**src/rtl/irq_pkg.sv**
```systemverilog
// Shared definitions for the interrupt controller: register map and a
// highest-set-bit helper used on both the eligible and in-service vectors.
package irq_pkg;

  localparam int NSRC = 8;

  localparam logic [2:0] REG_PEND  = 3'd0;
  localparam logic [2:0] REG_ENA   = 3'd1;
  localparam logic [2:0] REG_MODE  = 3'd2;
  localparam logic [2:0] REG_POL   = 3'd3;
  localparam logic [2:0] REG_SWSET = 3'd4;
  localparam logic [2:0] REG_ACK   = 3'd5;
  localparam logic [2:0] REG_EOI   = 3'd6;
  localparam logic [2:0] REG_INSVC = 3'd7;

  // Returns {valid, index} of the highest set bit; later iterations win.
  function automatic logic [3:0] hi_bit8(input logic [7:0] v);
    logic [3:0] r;
    r = 4'd0;
    for (int i = 0; i < 8; i++) begin
      if (v[i]) r = {1'b1, 3'(i)};
    end
    return r;
  endfunction

endpackage

```
**src/rtl/irq_sync_edge.sv**
```systemverilog
// Two-flop synchroniser per source with polarity correction and
// rising-edge detect on the corrected signal.
module irq_sync_edge
  import irq_pkg::*;
(
  input  logic            clk,
  input  logic            reset,
  input  logic [NSRC-1:0] irq_in,
  input  logic [NSRC-1:0] pol,
  output logic [NSRC-1:0] s,
  output logic [NSRC-1:0] edge_evt
);

  logic [NSRC-1:0] sync1;
  logic [NSRC-1:0] sync2;
  logic [NSRC-1:0] prev;

  always_ff @(posedge clk or posedge reset) begin
    if (reset) begin
      sync1 <= '0;
      sync2 <= '0;
      prev  <= '0;
    end else begin
      sync1 <= irq_in;
      sync2 <= sync1;
      prev  <= s;
    end
  end

  // A POL write flips s immediately, which can look like an edge.
  assign s        = sync2 ^ pol;
  assign edge_evt = s & ~prev;

endmodule

```
**src/rtl/irq_controller.sv**
```systemverilog
// J1 interrupt controller: pending/enable/mode/polarity registers on the IO
// bus, nested in-service tracking and a registered request vector to the core.
module irq_controller
  import irq_pkg::*;
#(
  parameter logic [15:0] BASE = 16'h0040
) (
  input  logic        clk,
  input  logic        reset,
  input  logic [7:0]  irq_in,
  input  logic [15:0] io_addr,
  input  logic        io_wr,
  input  logic        io_rd,
  input  logic [15:0] io_wdata,
  output logic [15:0] io_rdata,
  output logic [7:0]  int_rqst,
  output logic        sel
);

  logic [NSRC-1:0] pend, ena, mode, pol, insvc;
  logic [NSRC-1:0] s, edge_evt;
  logic [NSRC-1:0] above, elig, w1c, swset, ack_onehot, ack_clr;
  logic [NSRC-1:0] pend_nxt, insvc_acked, insvc_nxt;
  logic [3:0]      insvc_hi, elig_hi, eoi_hi;
  logic [2:0]      idx;
  logic            wr_hit, rd_hit, ack, eoi;
  logic            unused_bits;

  irq_sync_edge u_sync (
    .clk      (clk),
    .reset    (reset),
    .irq_in   (irq_in),
    .pol      (pol),
    .s        (s),
    .edge_evt (edge_evt)
  );

  assign sel         = (io_addr[15:4] == BASE[15:4]);
  assign idx         = io_addr[3:1];
  assign wr_hit      = io_wr & sel;
  assign rd_hit      = io_rd & sel;
  assign unused_bits = ^{io_addr[0], io_wdata[15:8]};

  assign insvc_hi = hi_bit8(insvc);
  assign above    = insvc_hi[3] ? (8'hFE << insvc_hi[2:0]) : 8'hFF;
  assign elig     = pend & ena & above;
  assign elig_hi  = hi_bit8(elig);

  assign ack        = rd_hit && (idx == REG_ACK) && elig_hi[3];
  assign eoi        = wr_hit && (idx == REG_EOI);
  assign ack_onehot = ack ? (8'd1 << elig_hi[2:0]) : 8'd0;
  assign ack_clr    = ack_onehot & mode;
  assign w1c        = (wr_hit && idx == REG_PEND)  ? io_wdata[7:0] : 8'd0;
  assign swset      = (wr_hit && idx == REG_SWSET) ? io_wdata[7:0] : 8'd0;

  // Edge bits: sets beat W1C, but an ACK clear beats everything.
  assign pend_nxt = (mode & (((pend & ~w1c) | edge_evt | swset) & ~ack_clr))
                  | (~mode & s);

  assign insvc_acked = insvc | ack_onehot;
  assign eoi_hi      = hi_bit8(insvc_acked);

  always_comb begin
    insvc_nxt = insvc_acked;
    if (eoi && eoi_hi[3]) insvc_nxt[eoi_hi[2:0]] = 1'b0;
  end

  always_ff @(posedge clk or posedge reset) begin
    if (reset) begin
      pend     <= '0;
      ena      <= '0;
      mode     <= '0;
      pol      <= '0;
      insvc    <= '0;
      int_rqst <= '0;
    end else begin
      pend     <= pend_nxt;
      insvc    <= insvc_nxt;
      int_rqst <= elig;
      if (wr_hit && idx == REG_ENA)  ena  <= io_wdata[7:0];
      if (wr_hit && idx == REG_MODE) mode <= io_wdata[7:0];
      if (wr_hit && idx == REG_POL)  pol  <= io_wdata[7:0];
    end
  end

  always_comb begin
    io_rdata = 16'h0000;
    if (sel) begin
      case (idx)
        REG_PEND:  io_rdata = {8'h00, pend};
        REG_ENA:   io_rdata = {8'h00, ena};
        REG_MODE:  io_rdata = {8'h00, mode};
        REG_POL:   io_rdata = {8'h00, pol};
        REG_ACK:   io_rdata = {elig_hi[3], 12'h000, elig_hi[2:0]};
        REG_INSVC: io_rdata = {8'h00, insvc};
        default:   io_rdata = 16'h0000;
      endcase
    end
  end

endmodule

```
**config.mk**
```make
export PLATFORM = sky130hd
export DESIGN_NAME = irq_controller
export DESIGN_NICKNAME = d
export VERILOG_FILES = /design/src/rtl/irq_pkg.sv /design/src/rtl/irq_sync_edge.sv /design/src/rtl/irq_controller.sv
export SDC_FILE = /design/constraint.sdc
export NUM_CORES = 1
export LEC_CHECK = 0
export ABC_AREA = 1
export CORE_MARGIN = 8
export CORE_UTILIZATION = 35
export CTS_BUF_LIST = sky130_fd_sc_hd__clkbuf_2
export DETAILED_ROUTE_END_ITERATION = 16
export PLACE_DENSITY = 0.64
export SETUP_SLACK_MARGIN = 0.05
export SYNTH_ARGS = -nofsm -noshare
export SYNTH_HDL_FRONTEND = slang
export SYNTH_SLANG_ARGS = --single-unit
```
**constraint.sdc**
```tcl
create_clock -name clk -period 6.9 [get_ports clk]
set_input_delay 1.725 -clock clk [delete_from_list [all_inputs] [get_ports clk]]
set_output_delay 1.725 -clock clk [all_outputs]
set_load 0.01 [all_outputs]
```
==> flow_summary.html <==
<table>
<tr><th>Metric</th><th>Value</th></tr>
<tr><th colspan="2">Final layout</th></tr>
<tr><td>N_diodes</td><td>0</td></tr>
<tr><td>Layout overhead on the synthesized area</td><td>21.3%</td></tr>
<tr><td>Net count reported at finish</td><td>526</td></tr>
<tr><td>Fraction of the core area covered by cells at the end of the flow</td><td>43.7%</td></tr>
<tr><td>Number of fillers in the final layout</td><td>995</td></tr>
<tr><td>Count of placed standard cells in the final layout, fillers left out</td><td>620</td></tr>
<tr><td>Share of final-layout standard cells stronger than drive strength 1</td><td>8.42%</td></tr>
<tr><th colspan="2">Critical path</th></tr>
<tr><td>Critical setup path kind</td><td>input pin to output port</td></tr>
<tr><td>Kind of end point of the critical path</td><td>output port</td></tr>
<tr><td>Worst Path Buf+Inv</td><td>3</td></tr>
<tr><td>Largest driver fanout on the critical path</td><td>9</td></tr>
<tr><td>Sort of element at the start of the critical path</td><td>input pin</td></tr>
<tr><td>Cell repeated most along the worst path</td><td>clkdlybuf4s50_1</td></tr>
<tr><td>Delay of the slowest cell on the worst path</td><td>0.68 ns</td></tr>
<tr><td>CP delay by family, top</td><td>buffers and inverters</td></tr>
<tr><td>Data required time of the critical path</td><td>5.18 ns</td></tr>
<tr><td>Data arrival time at the worst-slack endpoint</td><td>4.23 ns</td></tr>
<tr><td>Crit-path cells</td><td>clkdlybuf4s50_1 -&gt; inv_1 -&gt; nor3_2 -&gt; a22oi_1 -&gt; a41oi_1 -&gt; clkdlybuf4s50_1</td></tr>
<tr><td>Cell with the largest stage delay on the worst path</td><td>nor3_2</td></tr>
<tr><th colspan="2">Hold path</th></tr>
<tr><td>Path category of the worst min-delay check</td><td>flop to flop</td></tr>
<tr><th colspan="2">STA</th></tr>
<tr><td>Aggregate negative setup slack</td><td>0 ns</td></tr>
<tr><td>Clock period minus worst slack</td><td>5.96 ns</td></tr>
<tr><td>Final-report hold violation count</td><td>0</td></tr>
<tr><td>Count of final setup violators</td><td>0</td></tr>
<tr><td>Unrepaired setup endpoints after global routing</td><td>false</td></tr>
<tr><td>Worst slew pin tran</td><td>0.887 ns</td></tr>
<tr><td>Period utilisation layout</td><td>86.4%</td></tr>
<tr><td>Final slew viol count</td><td>0</td></tr>
<tr><td>Headroom to the max-slew limit</td><td>40.9%</td></tr>
<tr><td>Max Freq</td><td>0.168 GHz</td></tr>
<tr><td>WHS</td><td>0.371 ns</td></tr>
<tr><td>Final worst clock skew</td><td>0.0326 ns</td></tr>
<tr><th colspan="2">Logic synthesis</th></tr>
<tr><td>Main flop type after synthesis</td><td>dfrtp_1</td></tr>
<tr><td>Yosys top cell by area</td><td>dfrtp_1</td></tr>
<tr><td>Cell area after synthesis</td><td>3530 um^2</td></tr>
<tr><td>Count of yosys warnings during synthesis</td><td>0</td></tr>
<tr><td>Post-synthesis compound-gate area fraction</td><td>13.9%</td></tr>
<tr><td>Post-synthesis register bit count</td><td>72</td></tr>
<tr><td>Cell variety after synth</td><td>34</td></tr>
<tr><td>Cell with the most instances after synthesis</td><td>nand2_1</td></tr>
<tr><td>Multiplexer share of the synthesized area</td><td>0%</td></tr>
<tr><td>Proportion of netlist area held by the largest area contributor</td><td>51.1%</td></tr>
<tr><td>Parity-gate share of the synthesized area counting xor and xnor cells</td><td>1.99%</td></tr>
<tr><td>Post-Synth Simple-Gate Area</td><td>23.2%</td></tr>
<tr><td>Ranking of synthesized cells by instance count</td><td>nand2_1 (95), dfrtp_1 (72), inv_1 (72), o21ai_0 (43), nor2_1 (27)</td></tr>
<tr><td>Most area-consuming cells after synthesis</td><td>dfrtp_1 (51%), nand2_1 (10%), inv_1 (7.7%)</td></tr>
<tr><td>Number of synthesized flops with an enable pin</td><td>0</td></tr>
<tr><td>Post-Syn Instances</td><td>421</td></tr>
<tr><td>Dominant combinational cell family by area after synthesis</td><td>simple AND/OR/NAND/NOR gates</td></tr>
<tr><td>Share of synthesized flip-flops with an asynchronous set or reset</td><td>100%</td></tr>
<tr><td>Sequential-to-total area share from yosys stat</td><td>51.1%</td></tr>
<tr><td>Post-synthesis share of cell area spent on full adders, half adders and majority gates</td><td>0%</td></tr>
<tr><td>Mean instance size in the synthesized netlist</td><td>8.38 um^2</td></tr>
<tr><th colspan="2">Clock tree</th></tr>
<tr><td>Post-CTS clock slew at the launch and capture registers of the worst setup and hold paths</td><td>0.17 ns</td></tr>
<tr><td>Clock buffer count from CTS</td><td>9</td></tr>
<tr><td>Number of clock sinks</td><td>72</td></tr>
<tr><td>Clock Tree Root</td><td>clkbuf_2</td></tr>
<tr><td>CTS Hold Bufs</td><td>0</td></tr>
<tr><td>Maximum level of the CTS H-tree</td><td>3</td></tr>
<tr><td>Post-CTS sizing</td><td>0</td></tr>
<tr><td>Clk Latency, worst-skew pair</td><td>0.52 ns</td></tr>
<tr><td>Post-CTS setup repair buffer count</td><td>0</td></tr>
<tr><td>Buffer depth of the longest clock path</td><td>2</td></tr>
<tr><td>Clock tree from TritonCTS</td><td>built</td></tr>
<tr><th colspan="2">Die</th></tr>
<tr><td>Die height</td><td>116 um</td></tr>
<tr><td>Die boundary width</td><td>116 um</td></tr>
<tr><td>Area of the placeable core</td><td>9770 um^2</td></tr>
<tr><td>Number of placement rows</td><td>36</td></tr>
<tr><td>Initial Util</td><td>36.1%</td></tr>
<tr><td>Total die area</td><td>13500 um^2</td></tr>
<tr><td>I/O Pins</td><td>69</td></tr>
<tr><th colspan="2">Global route</th></tr>
<tr><td>Total overflow reported by the global router</td><td>0</td></tr>
<tr><td>Maximum number of pins on one net before global-route repair</td><td>73</td></tr>
<tr><td>Most Crowded Layer GR</td><td>met2</td></tr>
<tr><td>Met3 track demand over resource</td><td>3.10%</td></tr>
<tr><td>Number of antenna violations at the first check in global routing</td><td>0</td></tr>
<tr><td>M2 GR Usage</td><td>22.7%</td></tr>
<tr><td>Number of global-route vias before repair</td><td>2875</td></tr>
<tr><td>Global-route wire length before repair</td><td>14.9 mm</td></tr>
<tr><td>Global-route usage over all layers</td><td>14.3%</td></tr>
<tr><td>GR Util met1</td><td>18.4%</td></tr>
<tr><th colspan="2">Routing</th></tr>
<tr><td>Number of vias per cell after detailed routing</td><td>4.84</td></tr>
<tr><td>First DRT Iteration DRCs</td><td>131</td></tr>
<tr><td>Average wire per cell in the routed design</td><td>14.8 um</td></tr>
<tr><td>Remaining antenna violation count</td><td>0</td></tr>
<tr><td>First-pass iteration count of the detailed router</td><td>4</td></tr>
<tr><td>Remaining routing DRC violations</td><td>0</td></tr>
<tr><td>Drt total wl</td><td>9.19 mm</td></tr>
<tr><td>Number of vias in the routed layout</td><td>3002</td></tr>
<tr><th colspan="2">Pwr</th></tr>
<tr><td>Worst voltage drop across the vdd grid</td><td>0.0796 mV</td></tr>
<tr><td>Power consumption</td><td>0.686 mW</td></tr>
<tr><td>Power density cells</td><td>160 nW/um^2</td></tr>
<tr><td>Leak Pwr</td><td>2.02 nW</td></tr>
<tr><th colspan="2">Status</th></tr>
<tr><td>Outcome</td><td>completed</td></tr>
<tr><th colspan="2">Flow run</th></tr>
<tr><td>Max cap viols</td><td>0</td></tr>
<tr><th colspan="2">Place</th></tr>
<tr><td>PortBufs</td><td>52</td></tr>
<tr><td>Dpl cells</td><td>604</td></tr>
<tr><td>Sum of net half-perimeters after detailed placement</td><td>6.81 mm</td></tr>
<tr><td>Last weighted congestion value of the routability-driven placer</td><td>0.919</td></tr>
</table>
[layout make-up]
| type | instances | area (um^2) | area share, % |
|---|---|---|---|
| multi-input combinational | 271 | 1400 | 32.8 |
| timing repair buffer | 55 | 543 | 12.7 |
| clock inverter | 6 | 36.3 | 0.849 |
| clock buffer | 10 | 50.0 | 1.17 |
| inverter | 73 | 274 | 6.41 |
| tap | 133 | 166 | 3.89 |
| sequential | 72 | 1800 | 42.1 |
[state kept, by name, summed over array words and instances (netlist names)]
| name | cells |
|---|---|
| ena | 8 |
| insvc | 8 |
| int_rqst | 8 |
| mode | 8 |
| pend | 8 |
| pol | 8 |
| u_sync.prev | 8 |
| u_sync.sync1 | 8 |
| u_sync.sync2 | 8 |
[worst reg2reg max path, delay by kind of cell (launching register included)]
family | cells | cell delay (ns)
compound gates | 2 | 0.13
buf+inv | 1 | 0.09
flops | 1 | 0.47
simple gates | 11 | 1.70
[routing by layer]
metal / up-vias / wire, um
met5: - / 0
met4: 0 / 123
met3: 15 / 660
met2: 114 / 4330
met1: 1392 / 4080
li1: 1481 / -
[power by group]
group	total (mW)	leakage, nW	internal, mW	switching, mW
combinational	0.0555	1.07	0.0253	0.0302
sequential	0.436	0.901	0.432	0.00426
clock	0.195	0.0514	0.0459	0.149
[path summary, 6_finish.rpt]
path | start | endpoint | slack, ns | depth (start not counted)
max | io_addr[2] | io_rdata[2] | 0.94 | 6
min | u_sync.sync1[3]$_DFF_PP0_ | u_sync.sync2[3]$_DFF_PP0_ | 0.37 | 0
min reg2reg | u_sync.sync1[3]$_DFF_PP0_ | u_sync.sync2[3]$_DFF_PP0_ | 0.37 | 0
max reg2reg | insvc[6]$_DFF_PP0_ | insvc[6]$_DFF_PP0_ | 4.41 | 14
max in group asynchronous | reset | int_rqst[2]$_DFF_PP0_ | 4.54 | 3
min in group asynchronous | reset | u_sync.sync1[6]$_DFF_PP0_ | 1.76 | 3
[metrics by stage]
step	setup WS, ns	area [um^2]
2_1_floorplan	2.27	3550
5_1_grt	0.839	4280
3_3_place_gp	1.05	4190
3_5_place_dp	0.997	4190
4_1_cts	0.981	4280
6_report	0.941	4280
[cells in the final DEF, fill, tap and decap left out, types with 3 or more instances in the layout]
master and n:
nor2_1 27, clkinvlp_4 3, nand3_2 4, inv_1 71, nand2_1 95, nand2_2 3
nor3_2 3, nor2_2 4, o21ai_0 43, clkdlybuf4s50_1 52, a22oi_1 5, nor3_1 6
xnor2_1 8, o221ai_1 8, nand3_1 19, a221oi_1 5, clkbuf_2 10, buf_4 3
conb_1 7, nor2_4 3, a21oi_1 9, a41oi_1 3, dfrtp_1 72, nand4_1 4
[cells by family (layout without fill, tap and decap cells)]
logic type,after synthesis,after routing
other,1,7
buffers and inverters,84,144
DFF,72,72
and+or+nand+nor,175,175
xor gates and xnor gates,8,8
AOI/OAI and AO/OA,81,81
Note: power is estimated with default switching activity, not from simulation.
